## src/rtl/nor_flash_pkg.sv

```systemverilog
// Shared definitions for the NOR flash host controller: op encodings, FSM
// states and default geometry.
package nor_flash_pkg;

  localparam int DEF_ADDR_W   = 8;
  localparam int DEF_DATA_W   = 8;
  localparam int DEF_SECTOR_W = 4;

  localparam logic [1:0] OP_READ    = 2'b00;
  localparam logic [1:0] OP_PROG    = 2'b01;
  localparam logic [1:0] OP_ERASE   = 2'b10;
  localparam logic [1:0] OP_ILLEGAL = 2'b11;

  localparam logic [DEF_DATA_W-1:0] ERASED_WORD = '1;

  typedef enum logic [3:0] {
    IDLE,
    RD_REQ,
    RD_CAP,
    PG_RD,
    PG_CAP,
    PG_WR,
    PG_VRD,
    PG_VCAP,
    ER_WR,
    RESP
  } state_e;

endpackage

```

## src/rtl/nor_flash_ctrl_if.sv

```systemverilog
// Command/response handshake bundle between a host and nor_flash_ctrl.
interface nor_flash_ctrl_if
  import nor_flash_pkg::*;
#(
  parameter int ADDR_W = DEF_ADDR_W,
  parameter int DATA_W = DEF_DATA_W
);
  logic              cmd_valid;
  logic              cmd_ready;
  logic [1:0]        cmd_op;
  logic [ADDR_W-1:0] cmd_addr;
  logic [DATA_W-1:0] cmd_wdata;
  logic              rsp_valid;
  logic [DATA_W-1:0] rsp_rdata;
  logic              rsp_err;

  modport master (
    output cmd_valid, cmd_op, cmd_addr, cmd_wdata,
    input  cmd_ready, rsp_valid, rsp_rdata, rsp_err
  );

  modport slave (
    input  cmd_valid, cmd_op, cmd_addr, cmd_wdata,
    output cmd_ready, rsp_valid, rsp_rdata, rsp_err
  );
endinterface

```

## src/rtl/nor_flash_ctrl.sv

```systemverilog
// Host-side NOR flash controller: turns read / program / sector-erase commands
// into array access sequences with NOR bit-clear semantics and verify.
module nor_flash_ctrl
  import nor_flash_pkg::*;
#(
  parameter int ADDR_W   = DEF_ADDR_W,
  parameter int DATA_W   = DEF_DATA_W,
  parameter int SECTOR_W = DEF_SECTOR_W
) (
  input  logic              clk,
  input  logic              rst_n,
  nor_flash_ctrl_if.slave   bus,
  output logic              busy,
  output logic              mem_we,
  output logic              mem_re,
  output logic [ADDR_W-1:0] mem_address,
  output logic [DATA_W-1:0] mem_wdata,
  input  logic [DATA_W-1:0] mem_rdata
);

  state_e              state_q, state_d;
  logic [ADDR_W-1:0]   addr_q, addr_d;
  logic [DATA_W-1:0]   wdata_q, wdata_d;
  logic [DATA_W-1:0]   old_q, old_d;
  logic [SECTOR_W-1:0] cnt_q, cnt_d;

  logic                cmd_ready_q, cmd_ready_d;
  logic                rsp_valid_q, rsp_valid_d;
  logic [DATA_W-1:0]   rsp_rdata_q, rsp_rdata_d;
  logic                rsp_err_q, rsp_err_d;
  logic                busy_q, busy_d;
  logic                mem_we_q, mem_we_d;
  logic                mem_re_q, mem_re_d;
  logic [ADDR_W-1:0]   mem_address_q, mem_address_d;
  logic [DATA_W-1:0]   mem_wdata_q, mem_wdata_d;

  logic                accept;
  logic [DATA_W-1:0]   and_val;

  // cmd_ready_q is high exactly when the FSM sits in IDLE.
  assign accept  = bus.cmd_valid & cmd_ready_q;
  assign and_val = old_q & wdata_q;

  always_comb begin
    state_d     = state_q;
    addr_d      = addr_q;
    wdata_d     = wdata_q;
    old_d       = old_q;
    cnt_d       = cnt_q;
    rsp_rdata_d = '0;
    rsp_err_d   = 1'b0;

    unique case (state_q)
      IDLE: begin
        if (accept) begin
          addr_d  = bus.cmd_addr;
          wdata_d = bus.cmd_wdata;
          cnt_d   = '0;
          case (bus.cmd_op)
            OP_READ:  state_d = RD_REQ;
            OP_PROG:  state_d = PG_RD;
            OP_ERASE: state_d = ER_WR;
            default: begin
              state_d   = RESP;
              rsp_err_d = 1'b1;
            end
          endcase
        end
      end
      RD_REQ: state_d = RD_CAP;
      RD_CAP: begin
        state_d     = RESP;
        rsp_rdata_d = mem_rdata;
      end
      PG_RD:  state_d = PG_CAP;
      PG_CAP: begin
        old_d   = mem_rdata;
        state_d = PG_WR;
      end
      PG_WR:  state_d = PG_VRD;
      PG_VRD: state_d = PG_VCAP;
      PG_VCAP: begin
        state_d     = RESP;
        rsp_rdata_d = mem_rdata;
        // Flag both an attempted 0->1 transition and a failed verify.
        rsp_err_d   = (and_val != wdata_q) | (mem_rdata != and_val);
      end
      ER_WR: begin
        if (cnt_q == {SECTOR_W{1'b1}}) state_d = RESP;
        else                           cnt_d   = cnt_q + SECTOR_W'(1);
      end
      RESP:    state_d = IDLE;
      default: state_d = IDLE;
    endcase

    // Outputs are registered, so decode them from the state being entered.
    cmd_ready_d   = (state_d == IDLE);
    busy_d        = (state_d != IDLE);
    rsp_valid_d   = (state_d == RESP);
    mem_re_d      = (state_d == RD_REQ) || (state_d == PG_RD) || (state_d == PG_VRD);
    mem_we_d      = (state_d == PG_WR) || (state_d == ER_WR);
    mem_address_d = '0;
    mem_wdata_d   = '0;
    if (mem_re_d || (state_d == PG_WR)) mem_address_d = addr_d;
    if (state_d == PG_WR) mem_wdata_d = old_d & wdata_d;
    if (state_d == ER_WR) begin
      mem_address_d = {addr_d[ADDR_W-1:SECTOR_W], cnt_d};
      mem_wdata_d   = '1;
    end
  end

  always_ff @(posedge clk or negedge rst_n) begin
    if (!rst_n) begin
      state_q       <= IDLE;
      addr_q        <= '0;
      wdata_q       <= '0;
      old_q         <= '0;
      cnt_q         <= '0;
      cmd_ready_q   <= 1'b1;
      rsp_valid_q   <= 1'b0;
      rsp_rdata_q   <= '0;
      rsp_err_q     <= 1'b0;
      busy_q        <= 1'b0;
      mem_we_q      <= 1'b0;
      mem_re_q      <= 1'b0;
      mem_address_q <= '0;
      mem_wdata_q   <= '0;
    end else begin
      state_q       <= state_d;
      addr_q        <= addr_d;
      wdata_q       <= wdata_d;
      old_q         <= old_d;
      cnt_q         <= cnt_d;
      cmd_ready_q   <= cmd_ready_d;
      rsp_valid_q   <= rsp_valid_d;
      rsp_rdata_q   <= rsp_rdata_d;
      rsp_err_q     <= rsp_err_d;
      busy_q        <= busy_d;
      mem_we_q      <= mem_we_d;
      mem_re_q      <= mem_re_d;
      mem_address_q <= mem_address_d;
      mem_wdata_q   <= mem_wdata_d;
    end
  end

  assign bus.cmd_ready = cmd_ready_q;
  assign bus.rsp_valid = rsp_valid_q;
  assign bus.rsp_rdata = rsp_rdata_q;
  assign bus.rsp_err   = rsp_err_q;
  assign busy          = busy_q;
  assign mem_we        = mem_we_q;
  assign mem_re        = mem_re_q;
  assign mem_address   = mem_address_q;
  assign mem_wdata     = mem_wdata_q;

endmodule

```

## src/flat_wrapper.sv

```systemverilog
// flat-port wrapper written by rule: the top's interface ports become plain ports
module nor_flash_ctrl_flat import nor_flash_pkg::*;
#(
  parameter int ADDR_W   = DEF_ADDR_W,
  parameter int DATA_W   = DEF_DATA_W,
  parameter int SECTOR_W = DEF_SECTOR_W
)
  (clk, rst_n, busy, mem_we, mem_re, mem_address, mem_wdata, mem_rdata, bus_cmd_valid, bus_cmd_op, bus_cmd_addr, bus_cmd_wdata, bus_cmd_ready, bus_rsp_valid, bus_rsp_rdata, bus_rsp_err);
  nor_flash_ctrl_if #(.ADDR_W(ADDR_W), .DATA_W(DATA_W)) bus_i ();
  input  logic clk;
  input  logic rst_n;
  output logic busy;
  output logic mem_we;
  output logic mem_re;
  output logic [ADDR_W-1:0] mem_address;
  output logic [DATA_W-1:0] mem_wdata;
  input  logic [DATA_W-1:0] mem_rdata;
  input wire logic [$bits(bus_i.cmd_valid)-1:0] bus_cmd_valid;
  input wire logic [$bits(bus_i.cmd_op)-1:0] bus_cmd_op;
  input wire logic [$bits(bus_i.cmd_addr)-1:0] bus_cmd_addr;
  input wire logic [$bits(bus_i.cmd_wdata)-1:0] bus_cmd_wdata;
  output wire logic [$bits(bus_i.cmd_ready)-1:0] bus_cmd_ready;
  output wire logic [$bits(bus_i.rsp_valid)-1:0] bus_rsp_valid;
  output wire logic [$bits(bus_i.rsp_rdata)-1:0] bus_rsp_rdata;
  output wire logic [$bits(bus_i.rsp_err)-1:0] bus_rsp_err;
  assign bus_i.cmd_valid = bus_cmd_valid;
  assign bus_i.cmd_op = bus_cmd_op;
  assign bus_i.cmd_addr = bus_cmd_addr;
  assign bus_i.cmd_wdata = bus_cmd_wdata;
  assign bus_cmd_ready = bus_i.cmd_ready;
  assign bus_rsp_valid = bus_i.rsp_valid;
  assign bus_rsp_rdata = bus_i.rsp_rdata;
  assign bus_rsp_err = bus_i.rsp_err;
  nor_flash_ctrl #(.ADDR_W(ADDR_W), .DATA_W(DATA_W), .SECTOR_W(SECTOR_W)) u_core (.clk(clk), .rst_n(rst_n), .bus(bus_i), .busy(busy), .mem_we(mem_we), .mem_re(mem_re), .mem_address(mem_address), .mem_wdata(mem_wdata), .mem_rdata(mem_rdata));
endmodule
```

## config.mk

```make
export PLATFORM = sky130hd
export DESIGN_NAME = nor_flash_ctrl_flat
export DESIGN_NICKNAME = d
export VERILOG_FILES = /design/src/rtl/nor_flash_pkg.sv /design/src/rtl/nor_flash_ctrl_if.sv /design/src/rtl/nor_flash_ctrl.sv /design/src/flat_wrapper.sv
export SDC_FILE = /design/constraint.sdc
export NUM_CORES = 1
export LEC_CHECK = 0
export CAP_MARGIN = 20
export CORE_MARGIN = 2
export CORE_UTILIZATION = 54
export DETAILED_ROUTE_END_ITERATION = 12
export GPL_ROUTABILITY_DRIVEN = 0
export PLACE_DENSITY = 0.85
export SLEW_MARGIN = 30
export SYNTH_ARGS = -nofsm -noshare
export SYNTH_HDL_FRONTEND = slang
export SYNTH_SLANG_ARGS = --single-unit
```

## constraint.sdc

```tcl
create_clock -name clk -period 4 [get_ports clk]
set_input_delay 0.8 -clock clk [delete_from_list [all_inputs] [get_ports clk]]
set_output_delay 0.8 -clock clk [all_outputs]
set_load 0.01 [all_outputs]
```

==> impl_summary.log <==
INFO  metric r2r_slack = 1270 ps
INFO  metric finalNetCount = 305
INFO  metric wl_per_cell = 17.03 um
INFO  metric slew_headroom = 45.88%
INFO  metric outcome = completed
INFO  metric cp.arrival = 2950 ps
INFO  metric post_synth_and_or_nand_nor_area_fraction = 14.02%
INFO  metric tightest_slew = 805.9 ps
INFO  metric clkLatencyLatePin = 340 ps
INFO  metric postPlaceCellArea = 3263 um2
INFO  metric post-route-worst-setup-slack = 1270 ps
INFO  metric synth_area_per_cell = 12.51 um2
INFO  metric skew = 4.749 ps
INFO  metric layout_worst_path_cycle_share = 68.25%
INFO  metric ys_ff_latch = 62
INFO  metric min_path_type = reg2reg
INFO  metric async_flop_share = 100.0%
INFO  metric cts_tree = done
INFO  metric die_h = 74.42 um
INFO  metric number_of_routed_nets_with_antenna_violations = 0
INFO  metric dp.final_hpwl = 4.223 mm
INFO  metric finalPower = 2.755 mW
INFO  metric grt_start_max_net_pins = 39
INFO  metric layout.cells.most_common_list = sky130_fd_sc_hd__dfrtp_1, sky130_fd_sc_hd__clkdlybuf4s50_1, sky130_fd_sc_hd__nand2_1, sky130_fd_sc_hd__mux2_2
INFO  metric vdd_drop_max = 0.4848 mV
INFO  metric number_of_antenna_violations_at_the_first_check_in_global_routing = 0
INFO  metric drv_cap = 0
INFO  metric cts_num_sinks = 62
INFO  metric cts_made_buffers = 9
INFO  metric number_of_global_route_vias_before_repair = 1941
INFO  metric syn_nets = 244
INFO  metric ctsResizeCount = 0
INFO  metric yosys.area_share.adder = 0.4673%
INFO  metric htreeDepth = 3
INFO  metric synth_sequential_area_ratio = 57.99%
INFO  metric initial_core_utilization = 56.32%
INFO  metric syn-cell-area = 2678 um2
INFO  metric fraction_of_layout_instances_using_a_drive_strength_above_1 = 13.57%
INFO  metric drv_slew = 0
INFO  metric timing.final.setup_violations = 0
INFO  metric antenna_cells = 0
INFO  metric cts-root-to-sink-buffers = 2
INFO  metric path_clk_slew = 70 ps
INFO  metric areaGrowthSynthToFinish = 29.91%
INFO  metric drt-pass1-iter-count = 4
INFO  metric critical_path.reg2reg.startpoint = u_core.state_q[3]
INFO  metric holdCritStartpoint = u_core.addr_q[5]
INFO  metric drt_iter0_markers = 137
INFO  metric finalHoldViolations = 0
INFO  metric critical_path.max_fanout = 20
INFO  metric critical_path_class = reg2reg
INFO  metric whs_path_depth = 1
INFO  metric detail_route.wirelength.met1 = 2.499 mm
INFO  metric final.setup.tns = 0 ps
INFO  metric grt_setup_unrepaired = no
INFO  metric topmost_layer_with_routed_signal_wires = met4
INFO  metric track_usage = 23.21%
INFO  metric viasPerCell = 5.542
INFO  metric mostFrequentLayoutCell = sky130_fd_sc_hd__dfrtp_1
INFO  metric coreArea = 4755 um2
INFO  metric die_width = 74.42 um
INFO  metric synth_xor_xnor_area_share = 2.290%
INFO  metric die_area = 5538 um2
INFO  metric dpl_worst_slack = 1040 ps
INFO  metric cp-start-kind = flip-flop
INFO  metric num_io_pins = 59
INFO  metric number_of_vias_after_detailed_routing = 1923
INFO  metric leakagePower = 1.569 nW
INFO  metric maxClockFrequency = 0.3663 GHz
INFO  metric synth-warning-count = 0
INFO  metric min_delay_worst_endpoint = u_core.addr_q[5]
INFO  metric clock_tree.root_cell = sky130_fd_sc_hd__clkbuf_8
INFO  metric post_cts_setup_buffer_count = 0
INFO  metric synth_top_family_by_area = simple AND/OR/NAND/NOR gates
INFO  metric post_synth_inst_count = 214
INFO  metric final.min_clock_period = 2730 ps
INFO  metric synth_enable_flop_cells = 0
INFO  metric wl = 5.910 mm
INFO  metric num_rows = 25
INFO  metric hold_buffers = 0
INFO  metric cp.required = 4220 ps
INFO  metric finish.instance_area = 3478 um2
INFO  metric num-fill-cells = 323
INFO  metric worst_r2r_path_depth = 6
INFO  metric synth.distinct_cells = 46
INFO  metric placement.io_buffers = 58
INFO  metric grt_pass1_wl = 9.246 mm
INFO  metric post_synth_mux_area_share = 8.318%
INFO  metric sum_of_overflow_across_all_layers_after_global_routing = 0
INFO  metric reg2reg_to = u_core.mem_address[0]
INFO  metric powerDensity = 792.0 nW/um2
INFO  metric dr_wl_met3 = 267 um
INFO  metric synth_compound_gate_area_share = 12.20%
INFO  metric postSynth.topFlopCell = sky130_fd_sc_hd__dfrtp_1
INFO  metric crit_path_end_kind = flip-flop
INFO  metric detailroute.wirelength.met2 = 2.918 mm
INFO  metric detail_route.drc_violations = 0
-- how the worst max path moves through the flow --
stage | to | start | cells past startpoint
floorplan | u_core.busy | bus_cmd_valid | 4
global placement | u_core.mem_address[7] | bus_cmd_valid | 5
detailed placement | u_core.mem_address[0] | bus_cmd_valid | 6
CTS | u_core.mem_address[0] | u_core.state_q[3] | 6
global route | u_core.mem_address[0] | u_core.state_q[3] | 6
finish | u_core.mem_address[0] | u_core.state_q[3] | 6
-- kinds of logic after synthesis --
logic type                 count (synthesis)
muxes                                     20
AOI/OAI and AO/OA                         36
adders and majority gates                  1
xor gates and xnor gates                   7
buffers and inverters                     20
and+or+nand+nor                           68
DFF                                       62
-- power breakdown --
| group | switching, mW | total [mW] | internal (mW) |
|---|---|---|---|
| clock network | 0.234 | 0.600 | 0.366 |
| logic | 0.530 | 1.09 | 0.558 |
| registers | 0.178 | 1.07 | 0.889 |
| total | 0.941 | 2.75 | 1.81 |
-- area by class of cell --
class                   count  area, um2  area share [%]
multi-input cells         132      998.5           28.71
inverters                  10      37.54           1.079
clock buffers              12      145.1           4.173
clock inverters             4      70.07           2.014
repair buffers             60      590.6           16.98
flip-flops and latches     62       1553           44.64
well taps                  67      83.83           2.410
-- stage by stage --
| step | std cells | util, % | hold slack (ps) |
|---|---|---|---|
| floorplan | 214 | - | 447.1 |
| global placement | 331 | 68.63 | 459.6 |
| CTS | 347 | 73.16 | 482.4 |
| finish | 347 | 73.16 | 482.7 |
| global route | 347 | 73.16 | 494.6 |
| detailed placement | 331 | 68.63 | 468.4 |
-- metal layers --
metal	vias up	track usage [%]
li1	887	-
met1	949	29.61
met2	65	35.79
met3	22	4.743
met4	0	15.67
met5	-	0
-- worst max-delay path, stage by stage, from the launching register on --
cell,delay [ps]
sky130_fd_sc_hd__dfrtp_1,520
sky130_fd_sc_hd__nor3_4,480
sky130_fd_sc_hd__and4_1,760
sky130_fd_sc_hd__buf_4,290
sky130_fd_sc_hd__mux2i_1,270
sky130_fd_sc_hd__a2bb2oi_1,220
sky130_fd_sc_hd__nor2_1,70
-- cell usage after synthesis, types with 2 or more instances --
master                       n  area [um2]
sky130_fd_sc_hd__and3_1      9       56.30
sky130_fd_sc_hd__buf_2       2       10.01
sky130_fd_sc_hd__o21ai_0     6       30.03
sky130_fd_sc_hd__mux2_1      6       67.56
sky130_fd_sc_hd__a32o_1      3       30.03
sky130_fd_sc_hd__nor2_1      9       33.78
sky130_fd_sc_hd__a2bb2oi_1   2       17.52
sky130_fd_sc_hd__nand2b_1    5       31.28
sky130_fd_sc_hd__a21boi_1    3       22.52
sky130_fd_sc_hd__nor3_1      6       30.03
sky130_fd_sc_hd__a21oi_1     3       15.01
sky130_fd_sc_hd__nor2b_1     4       25.02
sky130_fd_sc_hd__nand2_1    20       75.07
sky130_fd_sc_hd__and2_1      2       12.51
sky130_fd_sc_hd__o22ai_1     2       12.51
sky130_fd_sc_hd__dfrtp_1    61        1526
sky130_fd_sc_hd__xnor2_1     7       61.31
sky130_fd_sc_hd__mux2_2     12       135.1
sky130_fd_sc_hd__a41o_1      8       80.08
sky130_fd_sc_hd__mux2i_1     2       20.02
sky130_fd_sc_hd__buf_6       6       67.56
sky130_fd_sc_hd__nand3_1     2       10.01
sky130_fd_sc_hd__inv_1      10       37.54
sky130_fd_sc_hd__nor4_1      2       12.51
-- flip-flops by register name, summed over array words and instances (netlist names) --
signal / flops
u_core.wdata_q: 8
u_core.cnt_q: 4
u_core.bus.cmd_ready: 1
u_core.mem_we: 1
u_core.mem_re: 1
u_core.old_q: 8
u_core.addr_q: 8
u_core.bus.rsp_rdata: 8
u_core.bus.rsp_valid: 1
u_core.state_q: 4
u_core.mem_address: 8
u_core.bus.rsp_err: 1
u_core.busy: 1
u_core.mem_wdata: 8
No activity file was read; power rests on OpenSTA's default activity.
